<file path="src/rtl/core_pkg.sv">
// Shared core types: load/store type encodings used by decode and the LSU,
// the LSU state machine states, and access-size helpers.
package core_pkg;

  typedef enum logic [2:0] {
    LT_NONE = 3'd0,
    LT_LB   = 3'd1,
    LT_LH   = 3'd2,
    LT_LW   = 3'd3,
    LT_LBU  = 3'd4,
    LT_LHU  = 3'd5
  } load_type_e;

  typedef enum logic [1:0] {
    ST_NONE = 2'd0,
    ST_SB   = 2'd1,
    ST_SH   = 2'd2,
    ST_SW   = 2'd3
  } store_type_e;

  typedef enum logic [1:0] {
    LSU_IDLE = 2'd0,
    LSU_REQ  = 2'd1,
    LSU_WAIT = 2'd2,
    LSU_DONE = 2'd3
  } lsu_state_e;

  typedef enum logic [1:0] {
    SZ_BYTE = 2'd0,
    SZ_HALF = 2'd1,
    SZ_WORD = 2'd2
  } acc_size_e;

  // Bytes never misalign; halves need an even address, words a multiple of 4.
  function automatic logic is_misaligned(input acc_size_e size, input logic [1:0] lsb);
    case (size)
      SZ_HALF: return lsb[0];
      SZ_WORD: return (lsb != 2'b00);
      default: return 1'b0;
    endcase
  endfunction

endpackage

</file>
<file path="src/rtl/lsu_align.sv">
// Combinational lane logic: byte enables and replicated write data for stores,
// lane selection and sign/zero extension for loads.
module lsu_align
  import core_pkg::*;
(
  input  acc_size_e   i_size,
  input  logic        i_unsigned,
  input  logic [1:0]  i_lsb,
  input  logic [31:0] i_store_data,
  input  logic [31:0] i_rdata,
  output logic [3:0]  o_be,
  output logic [31:0] o_wdata,
  output logic [31:0] o_load_data
);

  logic [7:0]  w_byte;
  logic [15:0] w_half;

  always_comb begin
    case (i_lsb)
      2'd0:    w_byte = i_rdata[7:0];
      2'd1:    w_byte = i_rdata[15:8];
      2'd2:    w_byte = i_rdata[23:16];
      default: w_byte = i_rdata[31:24];
    endcase
    w_half = i_lsb[1] ? i_rdata[31:16] : i_rdata[15:0];
  end

  always_comb begin
    o_be        = 4'b0000;
    o_wdata     = 32'h0;
    o_load_data = 32'h0;
    case (i_size)
      SZ_BYTE: begin
        o_be        = 4'b0001 << i_lsb;
        o_wdata     = {4{i_store_data[7:0]}};
        o_load_data = i_unsigned ? {24'h0, w_byte} : {{24{w_byte[7]}}, w_byte};
      end
      SZ_HALF: begin
        o_be        = i_lsb[1] ? 4'b1100 : 4'b0011;
        o_wdata     = {2{i_store_data[15:0]}};
        o_load_data = i_unsigned ? {16'h0, w_half} : {{16{w_half[15]}}, w_half};
      end
      SZ_WORD: begin
        o_be        = 4'b1111;
        o_wdata     = i_store_data;
        o_load_data = i_rdata;
      end
      default: ;
    endcase
  end

endmodule

</file>
<file path="src/rtl/load_store_unit.sv">
// Load/store unit: accepts one aligned access from decode, runs it through a
// req/gnt/rvalid memory handshake, and stalls the pipeline until done.
module load_store_unit
  import core_pkg::*;
#(
  parameter int ADDR_W = 32,
  parameter int DATA_W = 32
) (
  input  logic              clk_i,
  input  logic              rst_ni,
  input  logic              data_read_i,
  input  logic              write_en_DMEM_i,
  input  logic [2:0]        load_type_i,
  input  logic [1:0]        store_type_i,
  input  logic [ADDR_W-1:0] addr_i,
  input  logic [DATA_W-1:0] store_data_i,
  output logic [DATA_W-1:0] load_data_o,
  output logic              load_valid_o,
  output logic              stall_o,
  output logic              misalign_o,
  output logic              mem_req_o,
  output logic              mem_we_o,
  output logic [ADDR_W-1:0] mem_addr_o,
  output logic [DATA_W-1:0] mem_wdata_o,
  output logic [3:0]        mem_be_o,
  input  logic              mem_gnt_i,
  input  logic              mem_rvalid_i,
  input  logic [DATA_W-1:0] mem_rdata_i
);

  lsu_state_e        r_state, w_next;
  logic [ADDR_W-1:0] r_addr;
  acc_size_e         r_size;
  logic              r_unsigned;
  logic              r_is_load;
  logic [DATA_W-1:0] r_store_data;
  logic [DATA_W-1:0] r_load_data;

  logic       w_ld_ok, w_ld_uns, w_st_ok;
  acc_size_e  w_ld_size, w_st_size, w_size;
  logic       w_sel_load, w_sel_store, w_misalign, w_accept;
  logic [3:0]  w_be;
  logic [31:0] w_wdata, w_ext_data;

  always_comb begin
    w_ld_ok   = 1'b1;
    w_ld_uns  = 1'b0;
    w_ld_size = SZ_WORD;
    case (load_type_e'(load_type_i))
      LT_LB:  w_ld_size = SZ_BYTE;
      LT_LH:  w_ld_size = SZ_HALF;
      LT_LW:  w_ld_size = SZ_WORD;
      LT_LBU: begin w_ld_size = SZ_BYTE; w_ld_uns = 1'b1; end
      LT_LHU: begin w_ld_size = SZ_HALF; w_ld_uns = 1'b1; end
      default: w_ld_ok = 1'b0;
    endcase

    w_st_ok   = 1'b1;
    w_st_size = SZ_WORD;
    case (store_type_e'(store_type_i))
      ST_SB:   w_st_size = SZ_BYTE;
      ST_SH:   w_st_size = SZ_HALF;
      ST_SW:   w_st_size = SZ_WORD;
      default: w_st_ok = 1'b0;
    endcase

    // A valid load wins over a simultaneous store.
    w_sel_load  = data_read_i && w_ld_ok;
    w_sel_store = !w_sel_load && write_en_DMEM_i && w_st_ok;
    w_size      = w_sel_load ? w_ld_size : w_st_size;
    w_misalign  = (w_sel_load || w_sel_store) && is_misaligned(w_size, addr_i[1:0]);
    w_accept    = (w_sel_load || w_sel_store) && !w_misalign;
  end

  lsu_align u_align (
    .i_size       (r_size),
    .i_unsigned   (r_unsigned),
    .i_lsb        (r_addr[1:0]),
    .i_store_data (r_store_data),
    .i_rdata      (mem_rdata_i),
    .o_be         (w_be),
    .o_wdata      (w_wdata),
    .o_load_data  (w_ext_data)
  );

  always_ff @(posedge clk_i or negedge rst_ni) begin
    if (!rst_ni) r_state <= LSU_IDLE;
    else         r_state <= w_next;
  end

  // The IDLE-cycle outputs are combinational on the inputs, so they are also
  // gated by reset to keep every output quiet while reset is held.
  always_comb begin
    w_next       = r_state;
    stall_o      = 1'b0;
    misalign_o   = 1'b0;
    load_valid_o = 1'b0;
    mem_req_o    = 1'b0;
    mem_we_o     = 1'b0;
    mem_addr_o   = '0;
    mem_wdata_o  = '0;
    mem_be_o     = 4'b0000;
    case (r_state)
      LSU_IDLE: begin
        misalign_o = w_misalign && rst_ni;
        stall_o    = w_accept && rst_ni;
        if (w_accept) w_next = LSU_REQ;
      end
      LSU_REQ: begin
        stall_o     = 1'b1;
        mem_req_o   = 1'b1;
        mem_we_o    = !r_is_load;
        mem_addr_o  = {r_addr[ADDR_W-1:2], 2'b00};
        mem_be_o    = w_be;
        mem_wdata_o = r_is_load ? '0 : w_wdata;
        if (mem_gnt_i) w_next = LSU_WAIT;
      end
      LSU_WAIT: begin
        stall_o = 1'b1;
        if (mem_rvalid_i) w_next = LSU_DONE;
      end
      LSU_DONE: begin
        load_valid_o = r_is_load;
        w_next       = LSU_IDLE;
      end
      default: w_next = LSU_IDLE;
    endcase
  end

  always_ff @(posedge clk_i or negedge rst_ni) begin
    if (!rst_ni) begin
      r_addr       <= '0;
      r_size       <= SZ_BYTE;
      r_unsigned   <= 1'b0;
      r_is_load    <= 1'b0;
      r_store_data <= '0;
      r_load_data  <= '0;
    end else begin
      if (r_state == LSU_IDLE && w_accept) begin
        r_addr       <= addr_i;
        r_size       <= w_size;
        r_unsigned   <= w_sel_load && w_ld_uns;
        r_is_load    <= w_sel_load;
        r_store_data <= store_data_i;
      end
      if (r_state == LSU_WAIT && mem_rvalid_i && r_is_load) r_load_data <= w_ext_data;
    end
  end

  assign load_data_o = r_load_data;

endmodule
</file>
<file path="config.mk">
export PLATFORM = sky130hd
export DESIGN_NAME = load_store_unit
export DESIGN_NICKNAME = d
export VERILOG_FILES = /design/src/rtl/core_pkg.sv /design/src/rtl/lsu_align.sv /design/src/rtl/load_store_unit.sv
export SDC_FILE = /design/constraint.sdc
export NUM_CORES = 1
export LEC_CHECK = 0
export ABC_AREA = 1
export CAP_MARGIN = 15
export CORE_ASPECT_RATIO = 1.75
export CORE_MARGIN = 2
export CORE_UTILIZATION = 40
export CTS_CLUSTER_SIZE = 8
export DETAILED_ROUTE_END_ITERATION = 8
export HOLD_SLACK_MARGIN = 0.12
export PLACE_DENSITY_LB_ADDON = 0.25
export SLEW_MARGIN = 20
export SYNTH_ARGS = -nofsm -noshare
export SYNTH_HDL_FRONTEND = slang
export SYNTH_SLANG_ARGS = --single-unit
</file>
<file path="constraint.sdc">
create_clock -name clk_i -period 1.6 [get_ports clk_i]
set_input_delay 0.16 -clock clk_i [delete_from_list [all_inputs] [get_ports clk_i]]
set_output_delay 0.16 -clock clk_i [all_outputs]
set_load 0.05 [all_outputs]
</file>
==> results.yml, run 1 <==
critical_path:
  path_depth: 8
  critPathMaxFanout: 8
  crit_slowest_cell: "dfrtp_1"
  cp.arrival_ns: 1.92
  cp_cell_sequence: "inv_2, ha_4, inv_4, nor2_4, nand2_4, buf_12, nor2_4, buf_12"
  crit_required_ns: 1.44
  reg2reg_depth: 10
  crit_start: "r_state[1]"
  start_kind: "register"
  slowest_delay_ns: 0.41
  r2r-start: "r_state[1]"
  path_delay_family: "buffers and inverters"
  end_kind: "primary output"
  ff2ff_setup_slack_ns: -0.25
  crit_end: "mem_wdata_o[5]"
  r2r_end: "r_state[0]"
  cp_num_buf_inv: 4
  critPathKind: "reg2out"
synthesis:
  syn_inst: 870
  ys_dominant_reg_cell: "dfrtp_1"
  synth_top_family_by_area: "simple AND/OR/NAND/NOR gates"
  synthAdderAreaFrac_pct: 2.15
  synth_area_um2: 5830
  synth.area.mux_share_pct: 0
  ys_warn_count: 0
  synth-simple-area-share_pct: 34.4
  synth.distinct_cells: 29
  synth-compound-area-share_pct: 8.47
  synth-xor-area-share_pct: 0
  yosysSeqAreaShare_pct: 43.8
  synth_edf_count: 0
  synth-async-reset-ratio_pct: 100
  ys_ff_latch: 102
  avgSynthCellArea_um2: 6.70
sta:
  min_period_ns: 2.08
  max_freq_mhz: 482
  relSlewSlack_pct: 42.1
  hold_viol: 0
  worst_slew_pin_slew_ns: 0.869
  setup_violations: 149
  rsz0062_at_grt: "yes"
  worst_hold_slack_ns: 0.158
  skew_ns: 0.00867
  fin_crit_sh_pct: 130
  setup_ws_ns: -0.476
  slew_viol_final: 0
routing:
  drtIter0Drc: 549
  ant_nets: 0
  routed_wl_um: 33500
  via_count: 7819
  wl_per_cell_um: 24.6
  firstDrtPassIters: 5
  drc: 0
  viasPerCell: 5.74
grt:
  grt_pass1_vias: 7749
  grt_overflow: 0
  grt_pass1_wl_um: 40600
  grt_max_degree: 92
  antenna_found_initial: 1
  grtUsageTotal_pct: 34.9
floorplan:
  num_rows: 58
  fp.dieH_um: 164
  die_w_um: 95.3
  die-area_um2: 15600
  initial_core_util_pct: 40.8
  coreArea_um2: 14300
  ios: 212
pwr:
  static-leakage-power_uw: 0.00642
  sw_frac_of_total_pct: 51.3
  p_sw_uw: 14700
  intPower_uw: 13900
  p_per_area_nw_per_um2: 2270
  ir_worst_vdd_v: 0.00138
  power.total_uw: 28600
  power_frac_clock_pct: 8.2
  seq_power_share_pct: 17.6
  power_frac_comb_pct: 74.2
placed_design:
  place_congestion: 0.939
  detailed_place_hpwl_um: 14700
  numPortBuffers: 209
  postPlaceCellArea_um2: 9270
  dp_cells: 1273
job:
  drv_cap: 0
cts:
  cts_tree: "built"
  cts_buffers: 9
  clk_pin_slew_worst_paths_ns: 0.07
  clock-sinks: 102
  clkLatencyLatePin_ns: 0.36
  clk_path_buf_depth: 2
  htree_levels: 3
  cts_root_buf: "clkbuf_16"
finish:
  area_delta_synth_final_pct: 116
  finalNonFillerCells: 1362
  final_net_count: 1293
  final_common_cell: "nand2_1"
  drive_gt1_share_pct: 54.1
  layout_common_cells: "nand2_1 (228), nand2_2 (105), buf_12 (105)"
  finish.utilization_pct: 88.3
  stdcell_area_um2: 12600
hold_path:
  hold_class: "in2async"
run_status:
  status: "finished, violations left"
  violations: "negative setup slack"
stage by stage:
step | setup WS [ns] | TNS, ns
final | -0.476 | -40.93
after global routing | -0.612 | -47.67
after CTS | -0.342 | -29.25
after detailed placement | -0.894 | -59.47
after global placement | -0.821 | -55.12
after floorplan | -0.356 | -15.63
cell usage after synthesis (3+ instances only):
cell type / instances / area [µm²]
ha_1: 10 / 125
a21oi_1: 33 / 165
buf_4: 6 / 45.0
nor2_1: 49 / 184
nand3_1: 25 / 125
clkbuf_1: 11 / 41.3
buf_1: 3 / 11.3
nand2_1: 421 / 1580
nor2_2: 3 / 18.8
buf_2: 15 / 75.1
dfrtp_1: 102 / 2550
nand3_2: 3 / 30.0
buf_6: 5 / 56.3
o22ai_1: 9 / 56.3
inv_2: 10 / 37.5
o21ai_1: 34 / 170
o21ai_0: 16 / 80.1
nand2_2: 3 / 18.8
inv_1: 102 / 383
worst min path at each step:
stage	start	to	slack (ns)	depth (start not counted)
2_1_floorplan	rst_ni	load_data_o[0]	-0.14	0
3_3_place_gp	rst_ni	r_addr[5]	0.05	1
3_5_place_dp	rst_ni	r_addr[4]	0.05	1
4_1_cts	data_read_i	r_unsigned	0.23	4
5_1_grt	rst_ni	r_addr[3]	0.22	2
6_report	rst_ni	r_addr[4]	0.16	2
kinds of logic (layout without fill, tap and decap cells):
| logic type | after synthesis | in the layout |
|---|---|---|
| adders and majority gates | 10 | 10 |
| buffers and inverters | 152 | 462 |
| other | 1 | 3 |
| AOI/OAI and AO/OA | 95 | 95 |
| DFF | 102 | 102 |
| and+or+nand+nor | 510 | 510 |
layer usage:
metal	track usage, %	vias up	part of all wire [%]
met3	6.19	280	8.1
met4	23.4	0	10
li1	-	3258	-
met5	0	-	0
met2	65.3	592	51
met1	33.4	3689	30
worst reg2reg max path: stages (launching register included):
cell and delay [ns]:
dfrtp_1 0.41, inv_2 0.09, ha_4 0.17, inv_4 0.06
buf_4 0.13, buf_4 0.15, o22ai_1 0.28, inv_1 0.17
nand2_1 0.14, nand2_1 0.10, nand2_1 0.08
sequential cells by signal, summed over array words and instances, names as in the netlist:
name / cells
r_store_data: 32
load_data_o: 32
r_state: 2
r_unsigned: 1
r_addr: 32
r_size: 2
r_is_load: 1
timing repair:
| item | 4_1_cts | 5_1_grt |
|---|---|---|
| endpoints found under the setup margin | 139 | 264 |
| hold buffers | 1 | 0 |
| pin swaps | 81 | 96 |
| cloned | 21 | 4 |
| buffers inserted | 45 | 20 |
| resized for setup | 364 | 273 |
| endpoints found under the hold margin | 102 | 0 |
cell type report:
| type | count | area (µm²) |
|---|---|---|
| Antenna cell | 1 | 2.50 |
| Clock buffer | 11 | 233 |
| Clock inverter | 5 | 58.8 |
| Fill cell | 610 | 1680 |
| Inverter | 112 | 520 |
| Multi-Input combinational cell | 617 | 4500 |
| Sequential cell | 102 | 2560 |
| Tap cell | 180 | 225 |
| Timing Repair Buffer | 333 | 4510 |
| Timing Repair inverter | 1 | 16.3 |
power by group through the flow:
stage	sequential, µW	clock [µW]	combinational, µW
after CTS	4650	2280	18100
after floorplan	5390	0	6920
after global placement	4420	0	13200
after detailed placement	4440	0	13300
final	5050	2350	21200
after global routing	5090	2420	22000
Power figures use the tool's default switching activity.
==> run 2, diff against run 1 <==
Settings changed: SLEW_MARGIN 20 to unset.
==> results of run 2 <==
The final DEF is identical to that of run 1; final timing and power are the same.
==> run 3, diff against run 2 <==
Settings changed: CAP_MARGIN 15 to unset.
==> results of run 3 <==
The final DEF is identical to that of run 1; final timing and power are the same.
